File: src/rtl/usb_tx_fifo.sv
// rtl/usb_tx_fifo.sv - USB serial transmitter: byte FIFO feeding SYNC, NRZI, bit stuffing and EOP on D+/D-
// Line bits advance only on the bit strobe; every state describes the bit currently driven on the line.
package usb_tx_fifo_pkg;
  // {dp, dm} with low-speed polarity: J = D- high, K = D+ high
  typedef enum logic [1:0] {D_SE0 = 2'b00, D_J = 2'b01, D_K = 2'b10} d_port_t;
endpackage

module usb_tx_fifo
  import usb_tx_fifo_pkg::*;
#(
  parameter int CLK_PER_BIT = 16,
  parameter bit LOW_SPEED   = 1'b1,
  parameter int FIFO_DEPTH  = 4
) (
  input  logic       clk,
  input  logic       reset,
  output d_port_t    d_o,
  output logic       d_en,
  input  logic [7:0] data,
  input  logic       last,
  input  logic       valid,
  output logic       ready,
  input  logic       abort,
  output logic       busy,
  output logic       done,
  output logic       underrun
);
  localparam int AW = $clog2(FIFO_DEPTH);
  localparam int CW = $clog2(CLK_PER_BIT);
  localparam logic [CW-1:0] CNT_MAX = CW'(CLK_PER_BIT - 1);
  localparam logic [AW:0]   DEPTH   = (AW + 1)'(FIFO_DEPTH);
  localparam d_port_t SYM_J = LOW_SPEED ? D_J : D_K;
  localparam d_port_t SYM_K = LOW_SPEED ? D_K : D_J;

  typedef enum logic [2:0] {S_IDLE, S_SYNC, S_DATA, S_ABORT, S_EOP} state_t;

  // Reset asserts asynchronously and is released on a clock edge
  logic [1:0] rst_sync;
  logic       rst_n;
  always_ff @(posedge clk or negedge reset) begin
    if (!reset) rst_sync <= 2'b00;
    else        rst_sync <= {rst_sync[0], 1'b1};
  end
  assign rst_n = rst_sync[1];

  logic [8:0]  mem [FIFO_DEPTH];
  logic [AW:0] wr_ptr, rd_ptr, count;
  logic        full, empty, push, pop, fsm_pop, flush_pop;
  logic [8:0]  head;

  assign count = wr_ptr - rd_ptr;
  assign full  = (count == DEPTH);
  assign empty = (count == '0);
  assign head  = mem[rd_ptr[AW-1:0]];

  state_t      state, state_n;
  logic [CW-1:0] cnt;
  logic [2:0]  bitcnt, bitcnt_n;
  logic [7:0]  shreg, shreg_n;
  logic        cur_last, last_n;
  logic [2:0]  ones, ones_n;
  logic        lvl, lvl_n;
  logic        se0, se0_n;
  logic        abort_pend, flush, flush_set;
  logic        strobe, eff_abort, in_tx, emit, emit_bit;

  assign ready     = rst_n && !full && (state != S_ABORT);
  assign push      = valid && ready;
  assign flush_pop = flush && !empty;
  assign pop       = fsm_pop || flush_pop;
  assign strobe    = (state != S_IDLE) && (cnt == CNT_MAX);
  assign in_tx     = (state == S_SYNC) || (state == S_DATA);
  assign eff_abort = abort_pend || abort;
  assign d_en      = (state != S_IDLE);
  assign busy      = (state != S_IDLE);

  always_ff @(posedge clk) begin
    if (push) mem[wr_ptr[AW-1:0]] <= {last, data};
  end

  always_ff @(posedge clk or negedge rst_n) begin
    if (!rst_n) begin
      wr_ptr <= '0;
      rd_ptr <= '0;
    end else begin
      if (push) wr_ptr <= wr_ptr + 1'b1;
      if (pop)  rd_ptr <= rd_ptr + 1'b1;
    end
  end

  always_comb begin
    state_n   = state;
    bitcnt_n  = bitcnt;
    shreg_n   = shreg;
    last_n    = cur_last;
    ones_n    = ones;
    lvl_n     = lvl;
    se0_n     = se0;
    fsm_pop   = 1'b0;
    flush_set = 1'b0;
    underrun  = 1'b0;
    done      = 1'b0;
    emit      = 1'b0;
    emit_bit  = 1'b0;
    case (state)
      S_IDLE: begin
        lvl_n  = 1'b1;
        se0_n  = 1'b0;
        ones_n = 3'd0;
        if (!empty && !flush) begin
          state_n  = S_SYNC;
          bitcnt_n = 3'd0;
          last_n   = 1'b0;
          emit     = 1'b1;
        end
      end
      S_SYNC: begin
        if (strobe) begin
          if (eff_abort) begin
            state_n  = S_ABORT;
            bitcnt_n = 3'd0;
          end else if (bitcnt != 3'd7) begin
            bitcnt_n = bitcnt + 3'd1;
            emit     = 1'b1;
            emit_bit = (bitcnt == 3'd6);
          end else begin
            fsm_pop  = 1'b1;
            shreg_n  = head[7:0];
            last_n   = head[8];
            bitcnt_n = 3'd0;
            state_n  = S_DATA;
            emit     = 1'b1;
            emit_bit = head[0];
          end
        end
      end
      S_DATA: begin
        // bitcnt is the index of the last data bit sent; a stuff bit leaves it unchanged
        if (strobe) begin
          if (eff_abort) begin
            state_n  = S_ABORT;
            bitcnt_n = 3'd0;
          end else if (ones == 3'd6) begin
            emit = 1'b1;
          end else if (bitcnt != 3'd7) begin
            bitcnt_n = bitcnt + 3'd1;
            shreg_n  = {1'b0, shreg[7:1]};
            emit     = 1'b1;
            emit_bit = shreg[1];
          end else if (cur_last) begin
            state_n  = S_EOP;
            bitcnt_n = 3'd0;
            se0_n    = 1'b1;
            lvl_n    = 1'b1;
            ones_n   = 3'd0;
          end else if (!empty) begin
            fsm_pop  = 1'b1;
            shreg_n  = head[7:0];
            last_n   = head[8];
            bitcnt_n = 3'd0;
            emit     = 1'b1;
            emit_bit = head[0];
          end else begin
            underrun = 1'b1;
            state_n  = S_ABORT;
            bitcnt_n = 3'd0;
          end
        end
      end
      S_ABORT: begin
        // line level simply holds: eight unstuffed ones
        if (strobe) begin
          if (bitcnt != 3'd7) begin
            bitcnt_n = bitcnt + 3'd1;
          end else begin
            flush_set = !cur_last;
            state_n   = S_EOP;
            bitcnt_n  = 3'd0;
            se0_n     = 1'b1;
            lvl_n     = 1'b1;
            ones_n    = 3'd0;
          end
        end
      end
      S_EOP: begin
        if (strobe) begin
          if (bitcnt == 3'd0) begin
            bitcnt_n = 3'd1;
          end else if (bitcnt == 3'd1) begin
            bitcnt_n = 3'd2;
            se0_n    = 1'b0;
          end else begin
            done    = 1'b1;
            state_n = S_IDLE;
          end
        end
      end
      default: state_n = S_IDLE;
    endcase
    if (emit) begin
      se0_n  = 1'b0;
      lvl_n  = emit_bit ? lvl : ~lvl;
      ones_n = emit_bit ? ones + 3'd1 : 3'd0;
    end
  end

  always_ff @(posedge clk or negedge rst_n) begin
    if (!rst_n) begin
      state      <= S_IDLE;
      cnt        <= '0;
      bitcnt     <= 3'd0;
      shreg      <= 8'd0;
      cur_last   <= 1'b0;
      ones       <= 3'd0;
      lvl        <= 1'b1;
      se0        <= 1'b0;
      abort_pend <= 1'b0;
      flush      <= 1'b0;
    end else begin
      state      <= state_n;
      cnt        <= (state == S_IDLE || strobe) ? '0 : cnt + CW'(1);
      bitcnt     <= bitcnt_n;
      shreg      <= shreg_n;
      cur_last   <= last_n;
      ones       <= ones_n;
      lvl        <= lvl_n;
      se0        <= se0_n;
      abort_pend <= in_tx && (state_n == S_SYNC || state_n == S_DATA) && eff_abort;
      // Discard the rest of an abandoned packet, up to its 'last' entry
      if (flush_set)                     flush <= 1'b1;
      else if (flush && (empty || head[8])) flush <= 1'b0;
    end
  end

  always_comb begin
    if (state == S_IDLE) d_o = SYM_J;
    else if (se0)        d_o = D_SE0;
    else                 d_o = lvl ? SYM_J : SYM_K;
  end
endmodule

File: config.mk
export PLATFORM = sky130hd
export DESIGN_NAME = usb_tx_fifo
export DESIGN_NICKNAME = d
export VERILOG_FILES = /design/src/rtl/usb_tx_fifo.sv
export SDC_FILE = /design/constraint.sdc
export NUM_CORES = 1
export LEC_CHECK = 0
export CAP_MARGIN = 0
export CORE_UTILIZATION = 45
export CTS_BUF_LIST = sky130_fd_sc_hd__clkbuf_4
export DETAILED_ROUTE_END_ITERATION = 10
export PLACE_DENSITY_LB_ADDON = 0.05
export SLEW_MARGIN = 20
export SYNTH_ARGS = -nofsm -noshare
export SYNTH_HDL_FRONTEND = slang
export SYNTH_SLANG_ARGS = --single-unit
File: constraint.sdc
create_clock -name clk -period 2.6 [get_ports clk]
set_clock_uncertainty 0.15 [all_clocks]
set_input_delay 0.39 -clock clk [delete_from_list [all_inputs] [get_ports clk]]
set_output_delay 0.39 -clock clk [all_outputs]
set_load 0.02 [all_outputs]
# Word-level counts from Yosys, hierarchy flattened
# Memories as Yosys holds them, arrays and structs flattened.
# Index checks and enable logic that the tools add are counted.
[totals] ram_bits=36 wordCells=218 memories=1 register_bits=34 inputBits=13
[classes] bitwise_logic=1 n_eq_ne=38 muxes=124 addsub=6 n_reduce_logical=35
[memory_table] name="mem" depth=4 word_bits=9 read_ports=1 rd_ports_with_merged_regs=0 wr=1 line_no="46" rtl="logic [8:0] mem [FIFO_DEPTH];"
[op_table] operator="$mux 3" count=35
[op_table] operator="$mux 8" count=9
[op_table] operator="$mux 1" count=66
[op_table] operator="$ne 3x3->1 const B" count=13
[op_table] operator="$pmux 3 s5" count=2
[op_table] operator="$reduce_and 9->1" count=3
[op_table] operator="$ne 2x2->1 const B" count=11
[op_table] operator="$pmux 8 s2" count=1
[op_table] operator="$reduce_and 8->1" count=2
[op_table] operator="$add 3x1->3 const B" count=4
[op_table] operator="$eq 3x3->1 const B" count=4
[op_table] operator="$reduce_and 11->1" count=1
[op_table] operator="$reduce_bool 5->1" count=2
[op_table] operator="$eq 3x1->1 const B" count=3
[op_table] operator="$eq 3x2->1 const B" count=3
[op_table] operator="$logic_and 1x1->1" count=9
[op_table] operator="$logic_not 3->1" count=3
[op_table] operator="$ne 3x2->1 const B" count=3
[op_table] operator="$pmux 1 s3" count=3
[op_table] operator="$pmux 3 s3" count=1
[op_table] operator="$logic_or 1x1->1" count=6
[op_table] operator="$mux 2" count=3
[op_table] operator="$reduce_bool 3->1" count=2
[op_table] operator="$add 4x1->4 const B" count=1
[op_table] operator="9 further kinds" count=14

# Depth between registers and ports, before layout
# Gate-level depths: netlist (run 1).
[depth] depth_word=13 ltp_mapped=10 depth_no_buf=8

# Worst setup path before layout (run 1)
# OpenSTA, ideal clock, no wires.
[synth_path] kind="flip-flop to output port" startpoint="reg rd_ptr[1]" endpoint="out underrun" path_buffers=1 stages_incl_launch_ff=8 setup_slack_ns=-0.228 required_ns=2.060 arrival_ns=2.288 path_cell_list="dfrtp_1 -> clkbuf_1 -> inv_1 -> ha_1 -> nand2_1 -> nor3_1 -> nor2_1 -> nor4_1"
[synth_between] elab_chain_len=9
[synth_rtl] item="start, declared" line_no="47" rtl="logic [AW:0] wr_ptr, rd_ptr, count;"
[synth_rtl] item="start signal, assigned" line_no="87" rtl="if (pop) rd_ptr <= rd_ptr + 1'b1;"
[synth_rtl] item="$sub 3x3->3" line_no="51" rtl="assign count = wr_ptr - rd_ptr;"
[synth_rtl] item="$logic_not 3->1" line_no="53" rtl="assign empty = (count == '0);"
[synth_rtl] item="$mux 1" line_no="156" rtl="end else if (!empty) begin"
[synth_rtl] item="$mux 1" line_no="150" rtl="end else if (cur_last) begin"
[synth_rtl] item="$mux 1" line_no="145" rtl="end else if (bitcnt != 3'd7) begin"
[synth_rtl] item="$mux 1" line_no="143" rtl="end else if (ones == 3'd6) begin"
[synth_rtl] item="$mux 1" line_no="140" rtl="if (eff_abort) begin"
[synth_rtl] item="$mux 1" line_no="139" rtl="if (strobe) begin"
[synth_rtl] item="$mux 1" line_no="105" rtl="case (state)"
[synth_rtl] item="end, declared" line_no="26" rtl="output logic underrun"
# Every way passes these cells.

# Worst setup path after layout (run 1)
[layout_path] startpoint="reg rd_ptr[1]" endpoint="reg bitcnt[2]"
[layout_between] elab_chain_len=6
[layout_rtl] item="$sub 3x3->3" line_no="51"
[layout_rtl] item="$logic_not 3->1" line_no="53"
[layout_rtl] item="$logic_not 1->1"
[layout_rtl] item="$logic_and 1x1->1" line_no="110" rtl="if (!empty && !flush) begin"
[layout_rtl] item="$ne 2x2->1 (no line)"
[layout_rtl] item="$reduce_and 8->1 (no line)"
[layout_rtl] item="end signal, assigned" line_no="222" rtl="bitcnt <= bitcnt_n;"
[layout_rtl] item="end, declared" line_no="58" rtl="logic [2:0] bitcnt, bitcnt_n;"
# Every way passes these cells.
# A chain may end at the register's enable or synchronous reset.

==> results.env, run 1 <==
DETAIL_ROUTE.FIRST_PASS.ITERATIONS=4
CTS_ROOT_BUFFER='sky130_fd_sc_hd__clkbuf_4'
WORST_VDD_RAIL_IR_DROP_uV=460
SETUP_CRIT_END_KIND='flip-flop'
CLOCK_TREE_FROM_TRITONCTS='yes'
TRITONCTS.NUM_BUFFERS=9
WORSTPATHBUFFERINVERTERCOUNT=2
CRIT_PATH_START='rd_ptr[1]$_DFFE_PN0P_'
PLACE_CONGESTION=0.846
DRC=0
NORMALIZED_MAX_SLEW_MARGIN=0.630
MAXCAPVIOLATIONS=0
SYNTH.NET_COUNT=302
LAYOUT.CELL_AREA.NON_FILLER_MM2=0.00405
COREAREA_MM2=0.00729
SYNTH_LARGEST_TYPE_AREA_FRACTION=0.317
ASYNC_FLOP_SHARE=0.478
TIMING_WORST_SLEW_PIN_VALUE_PS=555
WORST_R2R_STARTPOINT='rd_ptr[1]$_DFFE_PN0P_'
TOTAL_NUMBER_OF_CELLS_ALONG_THE_WORST_SETUP_PATH=9
CRIT_CHAIN='inv_1 -> ha_1 -> and2b_1 -> and3b_4 -> nor2_1 -> buf_4 -> nand2_1 -> a21oi_1 -> mux2_2'
ROWS=31
CP-START-KIND='flip-flop'
FINALSETUPTNS_PS=0
WORSTPATHARRIVAL_PS=2590
SEQ_AREA_FRAC_SYNTH=0.559
GRT_OVERFLOW=0
MAX_CLOCK_FREQ_GHz=0.411
FP.DIEAREA_MM2=0.00794
LAYOUT.FILLER_CELLS=682
SYNTH.AREA.TOP_CELLS='sky130_fd_sc_hd__edfxtp_1, sky130_fd_sc_hd__dfrtp_1, sky130_fd_sc_hd__ha_1'
ROUTE.DETAILED.WL_PER_INST_UM=16.4
GRT_FIRST_PASS_WIRELENGTH_MM=11.3
FINALHOLDVIOLCOUNT=0
CRIT_END='bitcnt[2]$_DFFE_PN0P_'
WORSTPATHMAXFANOUT=4
DRT-TOTAL-WL_MM=6.95
WORST_PATH_DOMINANT_CELL_FAMILY='simple AND/OR/NAND/NOR gates'
WORSTSETUPPATHTYPE='flip-flop to flip-flop'
DETAILED_PLACE.AREA_MM2=0.00388
CLK_TRANSITION_REPORTED_PATHS_PS=130
P_LEAK_nW=1.65
POWERDENSITY_mW_PER_MM2=852
DIEHEIGHT_UM=89.1
SYNTHESIZED_CELL_AREA_MM2=0.00341
SETUP_VIOL=0
CAPTURING_POINT_OF_THE_WORST_REG2REG_PATH='bitcnt[2]$_DFFE_PN0P_'
SYNTH-SEQ-CELLS=69
SYNTHESIS_TO_FINISH_AREA_GROWTH_PCT=18.5
FINAL_MIN_PERIOD_OVER_CLOCK_PERIOD=0.935
CLOCK_TREE.HTREE_LEVEL_COUNT=3
FF2FF_SETUP_SLACK_PS=170
ROUTE.VIAS.TOTAL=2214
YOSYS.AREA.TOP_TYPE='sky130_fd_sc_hd__edfxtp_1'
REG2REG_DEPTH=9
GRT_START_MAX_NET_PINS=32
POST_SYNTH.CELL_AREA_AVG_UM2=12.5
GRT.TOTAL_USAGE=0.197
SYNTHESIS.YOSYS.WARNINGS=0
FINAL_PERIOD_MINUS_WORST_SETUP_SLACK_PS=2430
POSTROUTEANTENNANETS=0
HOLD_PATH_CLASS='flip-flop to async pin'
GRT_ANTENNA_BEFORE_REPAIR=0
VIAS_IN_THE_FIRST_GLOBAL_ROUTE=2199
INITIAL_CORE_UTILIZATION=0.468
TIMING_MAX_TRANSITION_VIOLATIONS_FINAL=0
PIN_COUNT=20
INSERTION_DELAY_PS=410
REGISTER_AREA_MM2=0.00191
CTS_NUM_SINKS=69
DRT-VIAS-PER-INSTANCE=5.23
FINAL_LAYOUT_SIZE_SUFFIX_GT1_FRAC=0.228
DESIGN.FINAL.NETS=347
ANTENNA_CELL_COUNT=0
WORSTPATHREQUIRED_PS=2750
MULTI_INPUT_AREA_MM2=0.00142
OUTCOME='complete, no violations'
SYNTH_CELL_TYPE_COUNT=60
NUMBER_OF_DRC_MARKERS_AFTER_THE_INITIAL_DETAILED_ROUTE_ITERATION=136
PLACE.PORT_BUFFERS=19
SYNTH_EDF_COUNT=36
DIE_OUTLINE_WIDTH_UM=89.1
DETAILEDPLACEMENTHPWL_MM=4.80
YS.FLOP_TYPE='sky130_fd_sc_hd__edfxtp_1'
CRIT_PATH_MAX_INCR_DELAY_PS=390
SYNTHCELLS=274
SLOWEST_STAGE='sky130_fd_sc_hd__dfrtp_1'
CTS_BUFFER_DEPTH=2
==> per-stage QoR <==
| step | cells | worst slack [ps] | utilization | hold WS (ps) | total power, mW |
|---|---|---|---|---|---|
| floorplan | 274 | -19.6 | - | -55.6 | 2.35 |
| global placement | 406 | 73.0 | 0.532 | 185 | 2.75 |
| detailed placement | 406 | 69.1 | 0.532 | 182 | 2.77 |
| CTS | 423 | 1.88 | 0.551 | 167 | 3.47 |
| global route | 423 | -3.97 | 0.555 | 200 | 3.69 |
| finish | 423 | 169 | 0.555 | 147 | 3.45 |
==> worst min-delay path by stage <==
stage,slack (ps),end,startpoint,depth (start not counted)
floorplan,-60,rst_sync[0]$_DFF_PN0_,reset,0
finish,150,shreg[6]$_DFFE_PN0P_,rst_sync[1]$_DFF_PN0_,1
CTS,170,shreg[6]$_DFFE_PN0P_,rst_sync[1]$_DFF_PN0_,1
detailed placement,180,wr_ptr[1]$_DFFE_PN0P_,rst_sync[1]$_DFF_PN0_,1
global placement,190,rd_ptr[0]$_DFFE_PN0P_,rst_sync[1]$_DFF_PN0_,1
global route,200,shreg[6]$_DFFE_PN0P_,rst_sync[1]$_DFF_PN0_,1
==> cells in the final DEF, fill, tap and decap left out, drive strengths merged, types with 13 or more instances in the layout <==
cell type | netlist | final
nor2 | 23 | 23
edfxtp | 36 | 36
buf | 7 | 27
a21oi | 20 | 20
inv | 13 | 13
o21ai | 13 | 13
dfrtp | 32 | 32
ha | 15 | 15
==> layer usage <==
| layer | up-vias | routed length (um) | global-route usage |
|---|---|---|---|
| met5 | - | 0 | 0 |
| met4 | 0 | 82 | 0.0606 |
| met3 | 6 | 297 | 0.0545 |
| met2 | 34 | 3020 | 0.283 |
| met1 | 1080 | 3550 | 0.292 |
| li1 | 1094 | - | - |
==> layout make-up <==
cell class	instances	area share
Clock inverter	5	0.0133
Timing Repair Buffer	46	0.100
Clock buffer	11	0.0204
Tap cell	99	0.0306
Sequential cell	69	0.472
Inverter	13	0.0121
Multi-Input combinational cell	180	0.351
==> worst register-to-register path: stages (launching register included) <==
cell and delay (ps):
sky130_fd_sc_hd__dfrtp_1 390, sky130_fd_sc_hd__inv_1 80, sky130_fd_sc_hd__ha_1 140, sky130_fd_sc_hd__and2b_1 210
sky130_fd_sc_hd__and3b_4 200, sky130_fd_sc_hd__nor2_1 190, sky130_fd_sc_hd__buf_4 160, sky130_fd_sc_hd__nand2_1 90
sky130_fd_sc_hd__a21oi_1 340, sky130_fd_sc_hd__mux2_2 380
==> report_power, final <==
| group | internal (mW) | switching, mW |
|---|---|---|
| Combinational | 0.565 | 0.671 |
| Clock | 0.310 | 0.387 |
| Sequential | 1.36 | 0.154 |
| Total | 2.23 | 1.21 |
==> state kept, by name (all words and copies together) (netlist names) <==
register / count
mem: 36
shreg: 7
cnt: 4
bitcnt: 3
ones: 3
rd_ptr: 3
state: 3
wr_ptr: 3
rst_sync: 2
abort_pend: 1
cur_last: 1
flush: 1
lvl: 1
se0: 1
==> cell families after synthesis <==
| kind of cell | Yosys count | synth area share |
|---|---|---|
| AOI/OAI and AO/OA | 55 | 0.111 |
| xor gates and xnor gates | 10 | 0.0279 |
| adders and majority gates | 15 | 0.0550 |
| buffers and inverters | 25 | 0.0323 |
| DFF | 69 | 0.559 |
| muxes | 21 | 0.0920 |
| other | 1 | 0.00110 |
| and+or+nand+nor | 78 | 0.122 |
==> Yosys cell counts (4+ instances only) <==
library cell,number
sky130_fd_sc_hd__edfxtp_1,36
sky130_fd_sc_hd__dfrtp_1,32
sky130_fd_sc_hd__nor2_1,23
sky130_fd_sc_hd__ha_1,15
sky130_fd_sc_hd__a21oi_1,14
sky130_fd_sc_hd__inv_1,12
sky130_fd_sc_hd__nand2_1,12
sky130_fd_sc_hd__o21ai_0,11
sky130_fd_sc_hd__mux2i_1,10
sky130_fd_sc_hd__nand3_1,9
sky130_fd_sc_hd__mux4_2,8
sky130_fd_sc_hd__and3_1,7
sky130_fd_sc_hd__a21oi_2,5
sky130_fd_sc_hd__clkbuf_1,5
sky130_fd_sc_hd__xnor2_1,5
sky130_fd_sc_hd__buf_2,4
sky130_fd_sc_hd__nor2b_1,4
sky130_fd_sc_hd__nor3_1,4
sky130_fd_sc_hd__xor2_1,4
==> repair_timing <==
| action | in CTS | in global routing |
|---|---|---|
| setup endpoints to repair | 5 | 8 |
| setup buffers | 0 | 0 |
| hold buffers | 1 | 0 |
| resized for setup | 9 | 10 |
| pin swaps | 0 | 3 |
| hold endpoints to repair | 2 | 0 |
| gates cloned | 0 | 0 |
Power figures use the tool's default switching activity.
==> run 2: changes to the inputs <==
- SKIP_LAST_GASP: not set -> 1
==> run 2 against run 1 <==
Sequential power about the same. Clock-buffer cell count unchanged. Highest routed layer unchanged. Via count up 0.54%. Cell area about the same. Register-to-register slack about the same. Sequential cell count unchanged. Die area unchanged. Largest cell class unchanged. Combinational power about the same. Clock power about the same.
==> results.env, run 2 (synthesized netlist as in run 1, its figures left out) <==
FINAL_MIN_PERIOD_OVER_CLOCK_PERIOD=0.976  # +0.0404
ANTENNA_CELL_COUNT=0  # unchanged
CLOCK_TREE_FROM_TRITONCTS='yes'
MAX_CLOCK_FREQ_GHz=0.394  # -4.1%
GRT_FIRST_PASS_WIRELENGTH_MM=11.3  # unchanged
COREAREA_MM2=0.00729  # unchanged
WORSTSETUPPATHTYPE='flip-flop to output port'
FINAL_CELLS=423  # unchanged
TRITONCTS.NUM_BUFFERS=9  # unchanged
CTS_BUFFER_DEPTH=2  # unchanged
DESIGN.FINAL.NETS=347  # unchanged
SETUP_CRIT_END_KIND='output port'
LAYOUT.FILLER_CELLS=682  # unchanged
INSERTION_DELAY_PS=410  # about the same
POSTROUTEANTENNANETS=0  # unchanged
PLACE_CONGESTION=0.846  # unchanged
SETUP_VIOL=0  # unchanged
CLK_TRANSITION_REPORTED_PATHS_PS=120  # about the same
DETAIL_ROUTE.FIRST_PASS.ITERATIONS=4  # unchanged
CLOCK_TREE.HTREE_LEVEL_COUNT=3  # unchanged
INITIAL_CORE_UTILIZATION=0.468  # unchanged
PLACE.PORT_BUFFERS=19  # unchanged
DETAILED_PLACE.AREA_MM2=0.00388  # unchanged
WORSTPATHMAXFANOUT=3  # -1
P_TOTAL_mW=3.45  # about the same
FINAL_PERIOD_MINUS_WORST_SETUP_SLACK_PS=2540  # +105 ps
FINALHOLDVIOLCOUNT=0  # unchanged
DRT-TOTAL-WL_MM=6.96  # about the same
NUMBER_OF_DRC_MARKERS_AFTER_THE_INITIAL_DETAILED_ROUTE_ITERATION=126  # -7.4%
CTS_ROOT_BUFFER='sky130_fd_sc_hd__clkbuf_4'
P_LEAK_nW=1.65  # about the same
DETAILEDPLACEMENTHPWL_MM=4.80  # unchanged
DIE_OUTLINE_WIDTH_UM=89.1  # unchanged
FINAL_LAYOUT_SIZE_SUFFIX_GT1_FRAC=0.228  # unchanged
GRT.TOTAL_USAGE=0.197  # unchanged
LAYOUT.CELL_AREA.NON_FILLER_MM2=0.00404  # about the same
WORSTPATHREQUIRED_PS=2060  # -690 ps
OUTCOME='complete, no violations'
DRT-VIAS-PER-INSTANCE=5.26  # +0.54%
GRT_START_MAX_NET_PINS=32  # unchanged
FINAL_CRITICAL_PATH_SETUP_SLACK_PS=63.6  # -105 ps
FP.DIEAREA_MM2=0.00794  # unchanged
CP-START-KIND='flip-flop'
ROWS=31  # unchanged
MOSTFREQUENTLAYOUTCELL='sky130_fd_sc_hd__edfxtp_1'
GRT_ANTENNA_BEFORE_REPAIR=0  # unchanged
DRC=0  # unchanged
CTS_NUM_SINKS=69  # unchanged
POWERDENSITY_mW_PER_MM2=852  # about the same
VIAS_IN_THE_FIRST_GLOBAL_ROUTE=2199  # unchanged
FINALSETUPTNS_PS=0  # unchanged
SYNTHESIS_TO_FINISH_AREA_GROWTH_PCT=18.5  # about the same
LAYOUT.CELLS.MOST_COMMON_LIST='sky130_fd_sc_hd__edfxtp_1, sky130_fd_sc_hd__dfrtp_1, sky130_fd_sc_hd__buf_4, sky130_fd_sc_hd__nor2_1, sky130_fd_sc_hd__ha_1'
HOLD_PATH_CLASS='flip-flop to async pin'
PIN_COUNT=20  # unchanged
TIMING_WORST_SLEW_PIN_VALUE_PS=562  # +6.58 ps
NORMALIZED_MAX_SLEW_MARGIN=0.626  # -0.00439
TIMING_MAX_TRANSITION_VIOLATIONS_FINAL=0  # unchanged
GRT_OVERFLOW=0  # unchanged
WORST_VDD_RAIL_IR_DROP_uV=460  # about the same
HOLD-WORST-SLACK_PS=146  # -1.16 ps
LARGEST_REG_FLOPS=36  # unchanged
PRECTSSETUPSLACK_PS=69.1  # unchanged
GRT_SETUP_UNREPAIRED='true'
ROUTE.DETAILED.WL_PER_INST_UM=16.4  # about the same
CELL_COUNT_AFTER_PLACEMENT=406  # unchanged
ROUTE.VIAS.TOTAL=2226  # +0.54%
POST-ROUTE-UTIL=0.555  # about the same
WORSTPATHARRIVAL_PS=2000  # -590 ps
MAXCAPVIOLATIONS=0  # unchanged
DIEHEIGHT_UM=89.1  # unchanged
-- run 2: cell count changes in the layout (fill, tap and decap cells not counted) --
| cell | previous run | this run |
|---|---|---|
| sky130_fd_sc_hd__buf_4 | 26 | 25 |
| sky130_fd_sc_hd__clkbuf_2 | 1 | 2 |
-- run 2: layout make-up --
type | count | area [um2] | area share
clock inverter | 5 | 53.8 | 0.0133
clock buffer | 11 | 82.6 | 0.0204
inverter | 13 | 48.8 | 0.0121
sequential | 69 | 1910 | 0.472
multi-input combinational | 180 | 1420 | 0.351
timing repair buffer | 46 | 403 | 0.0996
tap | 99 | 124 | 0.0306
-- run 2: critical path, stage by stage, from the launching register on --
cell and delay, ps:
sky130_fd_sc_hd__dfrtp_1 360, sky130_fd_sc_hd__inv_1 60, sky130_fd_sc_hd__ha_1 260, sky130_fd_sc_hd__nand2_1 80, sky130_fd_sc_hd__and3b_4 300, sky130_fd_sc_hd__nor2_1 60, sky130_fd_sc_hd__nor4_2 250, sky130_fd_sc_hd__clkbuf_2 210
-- run 2: metal layers --
metal  share of wire  up-vias  track usage
met5               0        -            0
met4           0.012        0       0.0606
met3           0.040        6       0.0545
met2            0.44       36        0.283
met1            0.51     1089        0.292
li1                -     1095            -
-- run 2: where the power goes --
part | leakage, nW | internal (mW) | switching [mW]
combinational | 0.841 | 0.565 | 0.671
clock | 0.0705 | 0.310 | 0.388
sequential | 0.738 | 1.36 | 0.154
total | 1.65 | 2.23 | 1.21
-- run 2: path summary, 6_finish.rpt --
| kind | to | slack [ps] | from | cells past startpoint |
|---|---|---|---|---|
| worst max-delay path | underrun | 60 | rd_ptr[1]$_DFFE_PN0P_ | 7 |
| worst max register to register | bitcnt[2]$_DFFE_PN0P_ | 160 | rd_ptr[1]$_DFFE_PN0P_ | 9 |
| worst min register to register | shreg[6]$_DFFE_PN0P_ | 150 | rst_sync[1]$_DFF_PN0_ | 1 |
| worst min-delay path | shreg[6]$_DFFE_PN0P_ | 150 | rst_sync[1]$_DFF_PN0_ | 1 |
| min in group clk | rst_sync[1]$_DFF_PN0_ | 210 | rst_sync[0]$_DFF_PN0_ | 0 |
| max in group asynchronous | rst_sync[1]$_DFF_PN0_ | 1650 | reset | 2 |
-- run 2: what timing repair did --
| item | 4_1_cts | 5_1_grt |
|---|---|---|
| setup endpoints to repair | 5 | 8 |
| resized for setup | 5 | 12 |
| pin swaps | 0 | 2 |
| buffers inserted | 0 | 0 |
| hold buffers | 1 | 0 |
| hold endpoints to repair | 2 | 0 |
